## src/rtl/stream_mux_rr.sv

```systemverilog
// N-way valid/ready stream multiplexer with a registered output stage.
// Arbitration is round-robin (MODE 0) or fixed lowest-index priority (MODE 1).
module stream_mux_rr #(
    parameter int unsigned WIDTH = 32,
    parameter int unsigned N     = 4,
    parameter int unsigned MODE  = 0,
    localparam int unsigned SEL_W = (N > 1) ? $clog2(N) : 1
) (
    input  logic                 clk,
    input  logic                 rst_n,
    input  logic [N-1:0]         in_valid,
    input  logic [N*WIDTH-1:0]   in_data,
    output logic [N-1:0]         in_ready,
    output logic                 out_valid,
    output logic [WIDTH-1:0]     out_data,
    output logic [SEL_W-1:0]     out_sel,
    input  logic                 out_ready
);

    logic [WIDTH-1:0] chan [N];
    logic [SEL_W-1:0] ptr;
    logic [SEL_W-1:0] ptr_nxt;
    logic [SEL_W-1:0] gsel;
    logic [SEL_W-1:0] idx;
    logic [N-1:0]     grant;
    logic             found;
    logic             load;
    int unsigned      pos;

    for (genvar i = 0; i < N; i++) begin : g_chan
        assign chan[i] = in_data[i*WIDTH +: WIDTH];
    end

    // First valid channel in search order starting at ptr (or at 0 in priority mode).
    always_comb begin
        grant = '0;
        gsel  = '0;
        found = 1'b0;
        pos   = 0;
        idx   = '0;
        for (int unsigned k = 0; k < N; k++) begin
            pos = k + ((MODE == 0) ? 32'(ptr) : 32'd0);
            if (pos >= N) begin
                pos = pos - N;
            end
            idx = SEL_W'(pos);
            if (!found && in_valid[idx]) begin
                found      = 1'b1;
                grant[idx] = 1'b1;
                gsel       = idx;
            end
        end
    end

    assign load     = !out_valid || out_ready;
    assign in_ready = grant & {N{load}} & {N{rst_n}};
    assign ptr_nxt  = (32'(gsel) == N - 1) ? '0 : gsel + SEL_W'(1);

    // Output register and round-robin pointer; an empty load clears only the valid flag.
    always_ff @(posedge clk) begin
        if (!rst_n) begin
            out_valid <= 1'b0;
            out_data  <= '0;
            out_sel   <= '0;
            ptr       <= '0;
        end else if (load) begin
            out_valid <= found;
            if (found) begin
                out_data <= chan[gsel];
                out_sel  <= gsel;
                if (MODE == 0) begin
                    ptr <= ptr_nxt;
                end
            end
        end
    end

endmodule

```

## config.mk

```make
export PLATFORM = sky130hd
export DESIGN_NAME = stream_mux_rr
export DESIGN_NICKNAME = d
export VERILOG_FILES = /design/src/rtl/stream_mux_rr.sv
export SDC_FILE = /design/constraint.sdc
export NUM_CORES = 1
export LEC_CHECK = 0
export CORE_MARGIN = 10
export CORE_UTILIZATION = 41
export CTS_BUF_LIST = sky130_fd_sc_hd__clkbuf_4
export DETAILED_ROUTE_END_ITERATION = 7
export PLACE_DENSITY = 0.92
export SETUP_SLACK_MARGIN = 0.1
export SLEW_MARGIN = 40
export SYNTH_ARGS = -nofsm -noshare
export SYNTH_HDL_FRONTEND = slang
export SYNTH_SLANG_ARGS = --single-unit
```

## constraint.sdc

```tcl
create_clock -name clk -period 7.6 [get_ports clk]
set_input_delay 1.52 -clock clk [delete_from_list [all_inputs] [get_ports clk]]
set_output_delay 1.52 -clock clk [all_outputs]
set_load 0.1 [all_outputs]
```

Word level (Yosys, flattened, before mapping)
Cells that the tools add are included.
{ "word_totals": {"register_bits": 37, "input_bits": 135, "out_inout_bits": 39} }
{ "op_classes": {"n_addsub": 8, "order_cmp": 13, "n_eq_ne": 1, "muxes": 36, "bitwise": 6, "n_reduce_logical": 13} }
{ "ops": {"columns": ["operator", "count"], "rows": [
  ["$bmux W32 S2", 1],
  ["$mux W32", 2],
  ["$mux W2", 9],
  ["$mux W4", 4],
  ["$ge A3 B3 Y1 const B", 4],
  ["$lt A2 B3 Y1 const B", 4],
  ["$mux W1", 12],
  ["$or A4 B4 Y4", 3],
  ["$and A4 B4 Y4", 2],
  ["$bmux W1 S2", 4],
  ["$demux W1 S2", 4],
  ["$ge A2 B1 Y1 const B", 4],
  ["$sub A2 B1 Y2 const B", 4],
  ["$logic_and A1 B1 Y1", 7],
  ["$add A2 B2 Y3 const A", 2],
  ["$logic_not A1 Y1", 4],
  ["$add A1 B2 Y3 const A", 1],
  ["$ge A2 B3 Y1 const B", 1],
  ["$not A2 Y3", 1],
  ["$add A2 B1 Y2 const B", 1],
  ["$eq A2 B2 Y1 const B", 1],
  ["$reduce_and A2 Y1", 1],
  ["$logic_or A1 B1 Y1", 1]
]} }

Longest topological paths before layout
Gate-level depths: netlist of run 1.
{ "depth": {"word_depth": 18, "mapped_depth": 11, "ltp_nobuf": 8} }

Worst setup path before layout of run 1
Ideal clock, no wire load.
{ "synth_timing": {"kind": "input -> output", "start": "input in_valid[3]", "end": "output in_ready[1]", "t_arrival_ns": 3.994, "required_time_ns": 6.080, "setup_slack_ns": 2.086, "stages": 6, "path_buffers": 1, "cell_sequence": "mux4_2 buf_6 or3_4 nor2_8 a221oi_1 nor2_1"} }
{ "synth_between": {"elab_chain_cells": 14, "word_cells_on_any_way": 26, "cone_classes": "mux: 15; bitwise: 5; reduce/logical: 6"} }
{ "synth_lines": {"columns": ["element", "line_no", "source"], "rows": [
  ["start, declared", "11", "input logic [N-1:0] in_valid,"],
  ["$bmux W1 S2", "47", "if (!found && in_valid[idx]) begin"],
  ["$mux W1 (implied by the code)", "47", null],
  ["$mux W1", "47", null],
  ["$logic_not A1 Y1", "47", null],
  ["$logic_and A1 B1 Y1", "47", null],
  ["$mux W1", "47", null],
  ["$logic_not A1 Y1", "47", null],
  ["$logic_and A1 B1 Y1", "47", null],
  ["$mux W1", "47", null],
  ["$logic_not A1 Y1", "47", null],
  ["$logic_and A1 B1 Y1", "47", null],
  ["$mux W4 (*)", "47", null],
  ["$and A4 B4 Y4 (*) (2 in a row)", "56", "assign in_ready = grant & {N{load}} & {N{rst_n}};"],
  ["end, declared", "13", "output logic [N-1:0] in_ready,"]
]} }
Every way passes the cells marked *; elsewhere a longest branch is shown, timed or not. The select of a mux whose other input is x is not followed.

Worst setup path in the final report of run 1
{ "layout_timing": {"start": "input in_valid[0]", "end": "output in_ready[2]"} }
Same word-level chain as after synthesis.

==> results.sh, run 1 <==
export IMPL_die_h_um=101
export IMPL_antenna_cells=0
export IMPL_cts_sinks=37
export IMPL_synth_distinct_cells=34
export IMPL_final_util_pct=67.3
export IMPL_hold_class="flop to flop"
export IMPL_hpwl_mm=7.83
export IMPL_clock_root_buffer="clkbuf_4"
export IMPL_grt_overflow=0
export IMPL_pwr_share_clk_pct=4.9
export IMPL_ys_flop_type="dfxtp_1"
export IMPL_startpoint_type="input pin"
export IMPL_grt_pass1_wl_mm=14.5
export IMPL_wl_mm=9.64
export IMPL_cts_resized_gates=0
export IMPL_vias=2643
export IMPL_clk_pin_slew_ns=0.10
export IMPL_area_growth_pct=59.6
export IMPL_hold_buffers=0
export IMPL_synth_seq_cells=37
export IMPL_critPathCaptureType="primary output"
export IMPL_ant_nets=0
export IMPL_final_area_mm2=0.00427
export IMPL_clock_skew_final_ns=0.0158
export IMPL_gp_congestion=0.784
export IMPL_status="completed"
export IMPL_fmax_mhz=186
export IMPL_hold_viol_final=0
export IMPL_ys_warn_count=0
export IMPL_rows=29
export IMPL_critPathKind="input pin to primary output"
export IMPL_crit_required_ns=6.08
export IMPL_fin_crit_sh_pct=70.7
export IMPL_htreeDepth=2
export IMPL_powerDensity_mw_per_mm2=455
export IMPL_final_min_clock_period_ns=5.37
export IMPL_syn_avg_cell_area_um2=10.4
export IMPL_seq_area_frac_synth_pct=27.7
export IMPL_grt_start_max_net_pins=35
export IMPL_grt_pass1_vias=2712
export IMPL_syn_cell_area_mm2=0.00268
export IMPL_drc=0
export IMPL_io_buffers=173
export IMPL_dieArea_mm2=0.0102
export IMPL_cts_buffers=5
export IMPL_clkLatencyLatePin_ns=0.34
export IMPL_num_io_pins=174
export IMPL_cp_arrival_ns=3.85
export IMPL_async_flop_share_pct=0
export IMPL_swShare_pct=62.2
export IMPL_vdd_drop_max_uv=309
export IMPL_synth_enable_flop_cells=0
export IMPL_place_area_mm2=0.00423
export IMPL_postSynthNetCount=401
export IMPL_pwr_share_seq_pct=17.8
export IMPL_initial_core_util_pct=42.2
export IMPL_worstPathMaxFanout=10
export IMPL_postCtsSetupBuffers=0
export IMPL_setup_tns_ns=0
export IMPL_switchingPower_uw=1210
export IMPL_worst_pin_slew_ns=0.697
export IMPL_power_uw=1940
export IMPL_wire_per_inst_um=19.5
export IMPL_relSlewSlack_pct=53.5
export IMPL_setup_viol=0
export IMPL_fin_nets=562
export IMPL_die_x_um=101
export IMPL_slew_violations=0
export IMPL_synthCells=258
export IMPL_drt_first_pass_iters=6
export IMPL_combPwrFrac_pct=77.3
export IMPL_grt_antenna_before_repair=0
export IMPL_drt_iter0_drc=66
export IMPL_cts_tree="built"
export IMPL_coreArea_mm2=0.00635
export IMPL_p_leak_uw=0.00173
export IMPL_p_int_uw=734
export IMPL_track_usage_pct=17.5
export IMPL_drive_above_1_share_pct=21.8
export IMPL_cap_viol_max_count=0
export IMPL_grt_setup_unrepaired="false"
export IMPL_drt_vias_per_instance=5.34
export IMPL_cts_buffer_depth=2
[final timing paths]
path	startpoint	endpoint	slack (ns)	depth (start not counted)
worst min-delay path	out_data[11]	out_data[11]	0.47	2
worst min register to register	out_data[11]	out_data[11]	0.47	2
worst max-delay path	in_valid[0]	in_ready[2]	2.23	7
worst max register to register	ptr[0]	out_data[25]	3.93	9
[registers in the layout (all words and copies together), names as in the netlist]
name / cells
out_data: 32
out_valid: 1
out_sel: 2
ptr: 2
[layout by cell type (no fill, tap or decap), types with 2 or more instances in the layout]
| cell | instances |
|---|---|
| o221ai_1 | 2 |
| buf_2 | 39 |
| nor3_1 | 2 |
| ha_1 | 8 |
| nand2b_1 | 2 |
| buf_8 | 2 |
| dfxtp_1 | 37 |
| nor2_1 | 10 |
| a21oi_1 | 2 |
| a221oi_1 | 4 |
| a21boi_0 | 2 |
| a22oi_1 | 4 |
| o221ai_2 | 30 |
| clkbuf_4 | 5 |
| clkdlybuf4s50_1 | 134 |
| inv_1 | 4 |
| o21ai_0 | 3 |
| mux2i_1 | 66 |
| nand2_1 | 39 |
| mux4_2 | 4 |
[power groups by stage]
stage	registers (µW)	logic, µW	clock network (µW)
6_report	345	1500	95.7
5_1_grt	358	1570	108
4_1_cts	345	1510	99.3
3_5_place_dp	350	1510	0
3_3_place_gp	346	1560	0
2_1_floorplan	975	611	0
[Yosys cell counts, types with 4 or more instances]
cell | number | share of area, %
a22oi_1 | 4 | 1.1
nand2_1 | 39 | 5.5
o221ai_2 | 30 | 17
mux4_2 | 4 | 3.4
o21ai_0 | 4 | 0.75
inv_1 | 4 | 0.56
buf_2 | 14 | 2.6
a221oi_1 | 4 | 1.3
ha_1 | 8 | 3.7
nor2_1 | 10 | 1.4
buf_6 | 6 | 2.5
mux2i_1 | 66 | 25
dfxtp_1 | 37 | 28
[critical path: stages]
cell,delay (ns)
clkdlybuf4s50_1,0.52
mux4_2,0.61
or3_4,0.46
nor2_8,0.12
a221oi_1,0.08
nor2_1,0.10
buf_2,0.43
[layer usage]
layer  wire [µm]  part of all wire (%)  up-vias  GRT usage, %
li1            -                     -     1298             -
met1        3880                    40     1228          20.3
met2        4850                    50      113          31.0
met3         877                   9.1        4          5.69
met4          38                  0.39        0          2.93
met5           0                     0        -             0
[cell families after synthesis]
logic type	share of synthesized area (%)
AO/OA/AOI/OAI	23.6
XOR/XNOR	0.327
adder cells (fa/ha/maj)	3.74
buffers and inverters	5.98
flip-flops	27.7
multiplexers	28.5
AND/OR/NAND/NOR	10.2
[area by class of cell]
type / instances / area, µm²
clock buffer: 5 / 37.5
clock inverter: 1 / 5.00
fill: 494 / 2080
inverter: 4 / 15.0
multi-input combinational: 195 / 1800
sequential: 37 / 741
tap: 77 / 96.3
timing repair buffer: 176 / 1570
[metrics by stage]
stage	setup WS, ns	hold WS (ns)	std cells
3_5_place_dp	2.22	0.444	489
2_1_floorplan	2.09	0.633	258
4_1_cts	2.22	0.474	495
6_report	2.23	0.471	495
5_1_grt	2.10	0.496	495
3_3_place_gp	1.58	0.443	487
No activity file was read; power rests on OpenSTA's default activity.
==> run 2: changes to the inputs <==
CORE_UTILIZATION = 38   (was 41)
PLACE_DENSITY = 0.86   (was 0.92)
clock period = 5.4 ns   (was 7.6 ns; I/O delays follow)
==> results.sh, run 2 (synthesis gave the netlist of run 1 again) <==
export IMPL_grt_pass1_wl_mm=15.1
export IMPL_drive_above_1_share_pct=21.8
export IMPL_final_common_cell="clkdlybuf4s50_1"
export IMPL_cts_sinks=37
export IMPL_hold_buffers=0
export IMPL_grt_start_max_net_pins=36
export IMPL_powerDensity_mw_per_mm2=634
export IMPL_htreeDepth=2
export IMPL_worst_pin_slew_ns=0.625
export IMPL_drt_vias_per_instance=5.13
export IMPL_dieArea_mm2=0.0108
export IMPL_slew_violations=0
export IMPL_critPathCaptureType="primary output"
export IMPL_grt_setup_unrepaired="false"
export IMPL_final_min_clock_period_ns=4.37
export IMPL_relSlewSlack_pct=58.3
export IMPL_coreArea_mm2=0.00683
export IMPL_cts_tree="built"
export IMPL_clk_pin_slew_ns=0.11
export IMPL_multi_input_area_mm2=0.00179
export IMPL_track_usage_pct=16.9
export IMPL_fin_crit_sh_pct=81.0
export IMPL_cap_viol_max_count=0
export IMPL_largest_register_ffs=32
export IMPL_dp_cells=510
export IMPL_clkLatencyLatePin_ns=0.33
export IMPL_top_regs="out_data: 32 flops, out_sel: 2 flops, ptr: 2 flops"
export IMPL_drt_iter0_drc=55
export IMPL_hold_class="flop to flop"
export IMPL_cp_arrival_ns=3.29
export IMPL_critPathKind="input pin to primary output"
export IMPL_place_area_mm2=0.00425
export IMPL_cts_buffer_depth=2
export IMPL_clock_root_buffer="clkbuf_4"
export IMPL_status="completed"
export IMPL_final_area_mm2=0.00430
export IMPL_gp_congestion=0.738
export IMPL_crit_required_ns=4.32
export IMPL_postCtsSetupBuffers=0
export IMPL_vias=2657
export IMPL_fmax_mhz=229
export IMPL_seqCellArea_um2=741
export IMPL_cts_resized_gates=0
export IMPL_die_h_um=104
export IMPL_top_register="out_data"
export IMPL_die_x_um=104
export IMPL_layout_cells_most_common_list="134 x clkdlybuf4s50_1, 66 x mux2i_1, 39 x nand2_1"
export IMPL_grt_antenna_before_repair=0
export IMPL_hold_viol_final=0
export IMPL_worstPathMaxFanout=10
export IMPL_final_cells=518
export IMPL_final_util_pct=63.0
export IMPL_r2r_slack_ns=1.66
export IMPL_drt_first_pass_iters=4
export IMPL_clock_skew_final_ns=0.00754
export IMPL_startpoint_type="input pin"
export IMPL_ant_nets=0
export IMPL_grt_pass1_vias=2795
export IMPL_antenna_cells=0
export IMPL_setup_tns_ns=0
export IMPL_p_leak_uw=0.00174
export IMPL_wl_mm=9.57
export IMPL_rows=30
export IMPL_io_buffers=173
export IMPL_drc=0
export IMPL_fin_nets=564
export IMPL_fill_cells=590
export IMPL_hpwl_mm=8.07
export IMPL_wire_per_inst_um=18.5
export IMPL_grt_overflow=0
export IMPL_vdd_drop_max_uv=384
export IMPL_initial_core_util_pct=39.2
export IMPL_area_growth_pct=60.7
export IMPL_setup_viol=0
export IMPL_cts_buffers=5
export IMPL_num_io_pins=174
[run 2: per-stage QoR]
step / total power (µW) / worst slack [ns] / hold slack [ns]
2_1_floorplan: 2230 / 0.766 / 0.633
3_3_place_gp: 2700 / 1.10 / 0.444
3_5_place_dp: 2610 / 1.03 / 0.449
4_1_cts: 2750 / 1.03 / 0.477
5_1_grt: 2860 / 0.724 / 0.493
6_report: 2730 / 1.03 / 0.472
[run 2: final cells by class]
| class | count | area share [%] |
|---|---|---|
| Sequential cell | 37 | 17.2 |
| Clock buffer | 5 | 0.872 |
| Tap cell | 96 | 2.79 |
| Clock inverter | 3 | 0.291 |
| Inverter | 4 | 0.349 |
| Timing Repair Buffer | 178 | 36.8 |
| Multi-Input combinational cell | 195 | 41.7 |
[run 2: worst max-delay path, cell delays in order]
cell and delay (ns):
clkdlybuf4s50_1 0.51, mux4_2 0.61, or3_4 0.46, nor2_8 0.13
a221oi_1 0.09, nor2_1 0.11, buf_4 0.30
[run 2: layer usage]
metal  vias to the layer above  track usage (%)  part of all wire [%]
met5                         -                0                     0
met4                         0             4.87                   1.9
met3                        10             6.01                   7.5
met2                       111             29.3                    49
met1                      1230             18.9                    41
li1                       1306                -                     -
[run 2: final timing paths]
check | start | end | depth (start not counted)
worst min register to register | out_data[0] | out_data[0] | 2
worst max register to register | ptr[0] | out_data[11] | 9
worst max-delay path | in_valid[0] | in_ready[0] | 7
worst min-delay path | out_data[0] | out_data[0] | 2
[run 2: power breakdown]
| group | internal [µW] | switching, µW | total [µW] |
|---|---|---|---|
| logic | 574 | 1530 | 2100 |
| clock network | 47.2 | 94.5 | 142 |
| registers | 404 | 80.6 | 484 |
==> run 3: changes to the inputs <==
clock period = 4.3 ns   (was 5.4 ns; I/O delays follow)
==> results.sh, run 3 (synthesis gave the netlist of run 1 again) <==
export IMPL_grt_pass1_vias=2767
export IMPL_antenna_cells=0
export IMPL_r2r_end="out_data[18]"
export IMPL_hold_buffers=0
export IMPL_r2r_cells=9
export IMPL_critPathKind="input pin to primary output"
export IMPL_multi_input_area_mm2=0.00180
export IMPL_num_io_pins=174
export IMPL_startpoint_type="input pin"
export IMPL_r2r_slack_ns=0.95
export IMPL_hpwl_mm=7.90
export IMPL_cts_sinks=37
export IMPL_wire_per_inst_um=18.3
export IMPL_hold_viol_final=0
export IMPL_cts_resized_gates=0
export IMPL_vias=2629
export IMPL_grt_overflow=0
export IMPL_dp_cells=512
export IMPL_setup_viol=0
export IMPL_wl_mm=9.49
export IMPL_worstPathMaxFanout=10
export IMPL_pre_cts_slack_ns=0.432
export IMPL_startpoint="in_valid[0]"
export IMPL_die_x_um=104
export IMPL_worstReg2RegStart="ptr[1]"
export IMPL_grt_start_max_net_pins=35
export IMPL_fmax_mhz=258
export IMPL_postCtsSetupBuffers=0
export IMPL_cap_viol_max_count=0
export IMPL_cp_arrival_ns=3.01
export IMPL_htreeDepth=2
export IMPL_fill_cells=570
export IMPL_fin_ws_ns=0.428
export IMPL_final_common_cell="clkdlybuf4s50_1"
export IMPL_crit_required_ns=3.44
export IMPL_place_area_mm2=0.00438
export IMPL_seqCellArea_um2=741
export IMPL_worstPathCellList="clkdlybuf4s50_1 -> mux4_2 -> or3_4 -> nor2_8 -> a221oi_1 -> nor2_2 -> buf_12"
export IMPL_layout_cells_most_common_list="134 x clkdlybuf4s50_1, 66 x mux2i_1, 39 x nand2_1"
export IMPL_vdd_drop_max_uv=553
export IMPL_worst_pin_slew_ns=0.514
export IMPL_cts_tree="built"
export IMPL_crit_end="in_ready[1]"
export IMPL_fin_crit_sh_pct=90.0
export IMPL_relSlewSlack_pct=66.0
export IMPL_clk_pin_slew_ns=0.13
export IMPL_status="completed"
export IMPL_cts_buffer_depth=2
export IMPL_path_buf_inv=2
export IMPL_slew_violations=0
export IMPL_ant_nets=0
export IMPL_final_min_clock_period_ns=3.87
export IMPL_drive_above_1_share_pct=23.6
export IMPL_drt_first_pass_iters=4
export IMPL_top_register="out_data"
export IMPL_critPathCaptureType="primary output"
export IMPL_clock_root_buffer="clkbuf_4"
export IMPL_worst_path_stages=7
export IMPL_grt_setup_unrepaired="false"
export IMPL_drt_vias_per_instance=5.06
export IMPL_setup_tns_ns=0
export IMPL_cts_buffers=5
export IMPL_powerDensity_mw_per_mm2=811
export IMPL_drc=0
export IMPL_coreArea_mm2=0.00683
export IMPL_track_usage_pct=16.8
export IMPL_initial_core_util_pct=39.2
export IMPL_drt_iter0_drc=56
export IMPL_cp_top_family="simple AND/OR/NAND/NOR gates"
export IMPL_grt_pass1_wl_mm=15.0
export IMPL_clkLatencyLatePin_ns=0.34
export IMPL_dieArea_mm2=0.0108
export IMPL_grt_antenna_before_repair=0
export IMPL_die_h_um=104
export IMPL_final_cells=520
export IMPL_io_buffers=173
export IMPL_critical_path_slowest_cell="mux4_2"
export IMPL_clock_skew_final_ns=0.0116
export IMPL_top_regs="out_data: 32 flops, out_sel: 2 flops, ptr: 2 flops"
export IMPL_slowest_delay_ns=0.61
export IMPL_gp_congestion=0.943
export IMPL_p_leak_uw=0.00180
export IMPL_area_growth_pct=67.3
export IMPL_hold_class="flop to flop"
export IMPL_largest_register_ffs=32
export IMPL_fin_nets=566
export IMPL_final_area_mm2=0.00448
export IMPL_rows=30
[run 3: cell types whose count changed in the layout (fill, tap and decap cells not counted)]
| cell | previous run | this run |
|---|---|---|
| buf_12 | 0 | 8 |
| buf_4 | 9 | 3 |
| nor2_1 | 10 | 6 |
| nor2_2 | 0 | 4 |
| bufinv_16 | 0 | 2 |
| clkinv_1 | 2 | 0 |
[run 3: cell type report]
type	count	share of cell area, %
Tap cell	96	2.68
Inverter	4	0.335
Multi-Input combinational cell	195	40.2
Timing Repair Buffer	180	37.9
Sequential cell	37	16.5
Clock buffer	5	0.838
Clock inverter	3	1.45
[run 3: routing by layer]
metal | share of wire, % | wire length [µm] | up-vias | global-route usage [%]
met5 | 0 | 0 | - | 0
met4 | 0.71 | 67 | 0 | 2.78
met3 | 6.8 | 648 | 6 | 5.58
met2 | 51 | 4850 | 105 | 29.9
met1 | 41 | 3920 | 1215 | 19.1
li1 | - | - | 1303 | -
[run 3: worst min-delay path by stage]
stage | startpoint | slack (ns) | cells past startpoint | endpoint
global placement | out_data[18] | 0.44 | 2 | out_data[18]
floorplan | ptr[1] | 0.63 | 3 | ptr[1]
global route | out_data[30] | 0.50 | 2 | out_data[30]
finish | out_data[6] | 0.47 | 2 | out_data[6]
detailed placement | out_data[15] | 0.44 | 2 | out_data[15]
CTS | out_data[28] | 0.48 | 2 | out_data[28]
[run 3: metrics by stage]
| step | utilization, % | hold slack (ns) | total power [µW] |
|---|---|---|---|
| 2_1_floorplan | - | 0.633 | 2810 |
| 3_3_place_gp | 66.6 | 0.444 | 3470 |
| 3_5_place_dp | 64.1 | 0.444 | 3360 |
| 4_1_cts | 65.6 | 0.476 | 3670 |
| 5_1_grt | 65.6 | 0.496 | 3810 |
| 6_report | 65.6 | 0.474 | 3640 |
[run 3: worst reg2reg max path: cells and delay by family (launching register included)]
family	cells	cell delay, ns
compound gates	3	0.51
fa+ha+maj	1	0.41
buf+inv	2	0.63
flops	1	0.59
mux	2	0.75
simple gates	1	0.35
[run 3: power breakdown]
part           internal [µW]  switching, µW
clock network            180            124
registers                507           86.7
logic                    787           1950
total                   1470           2160
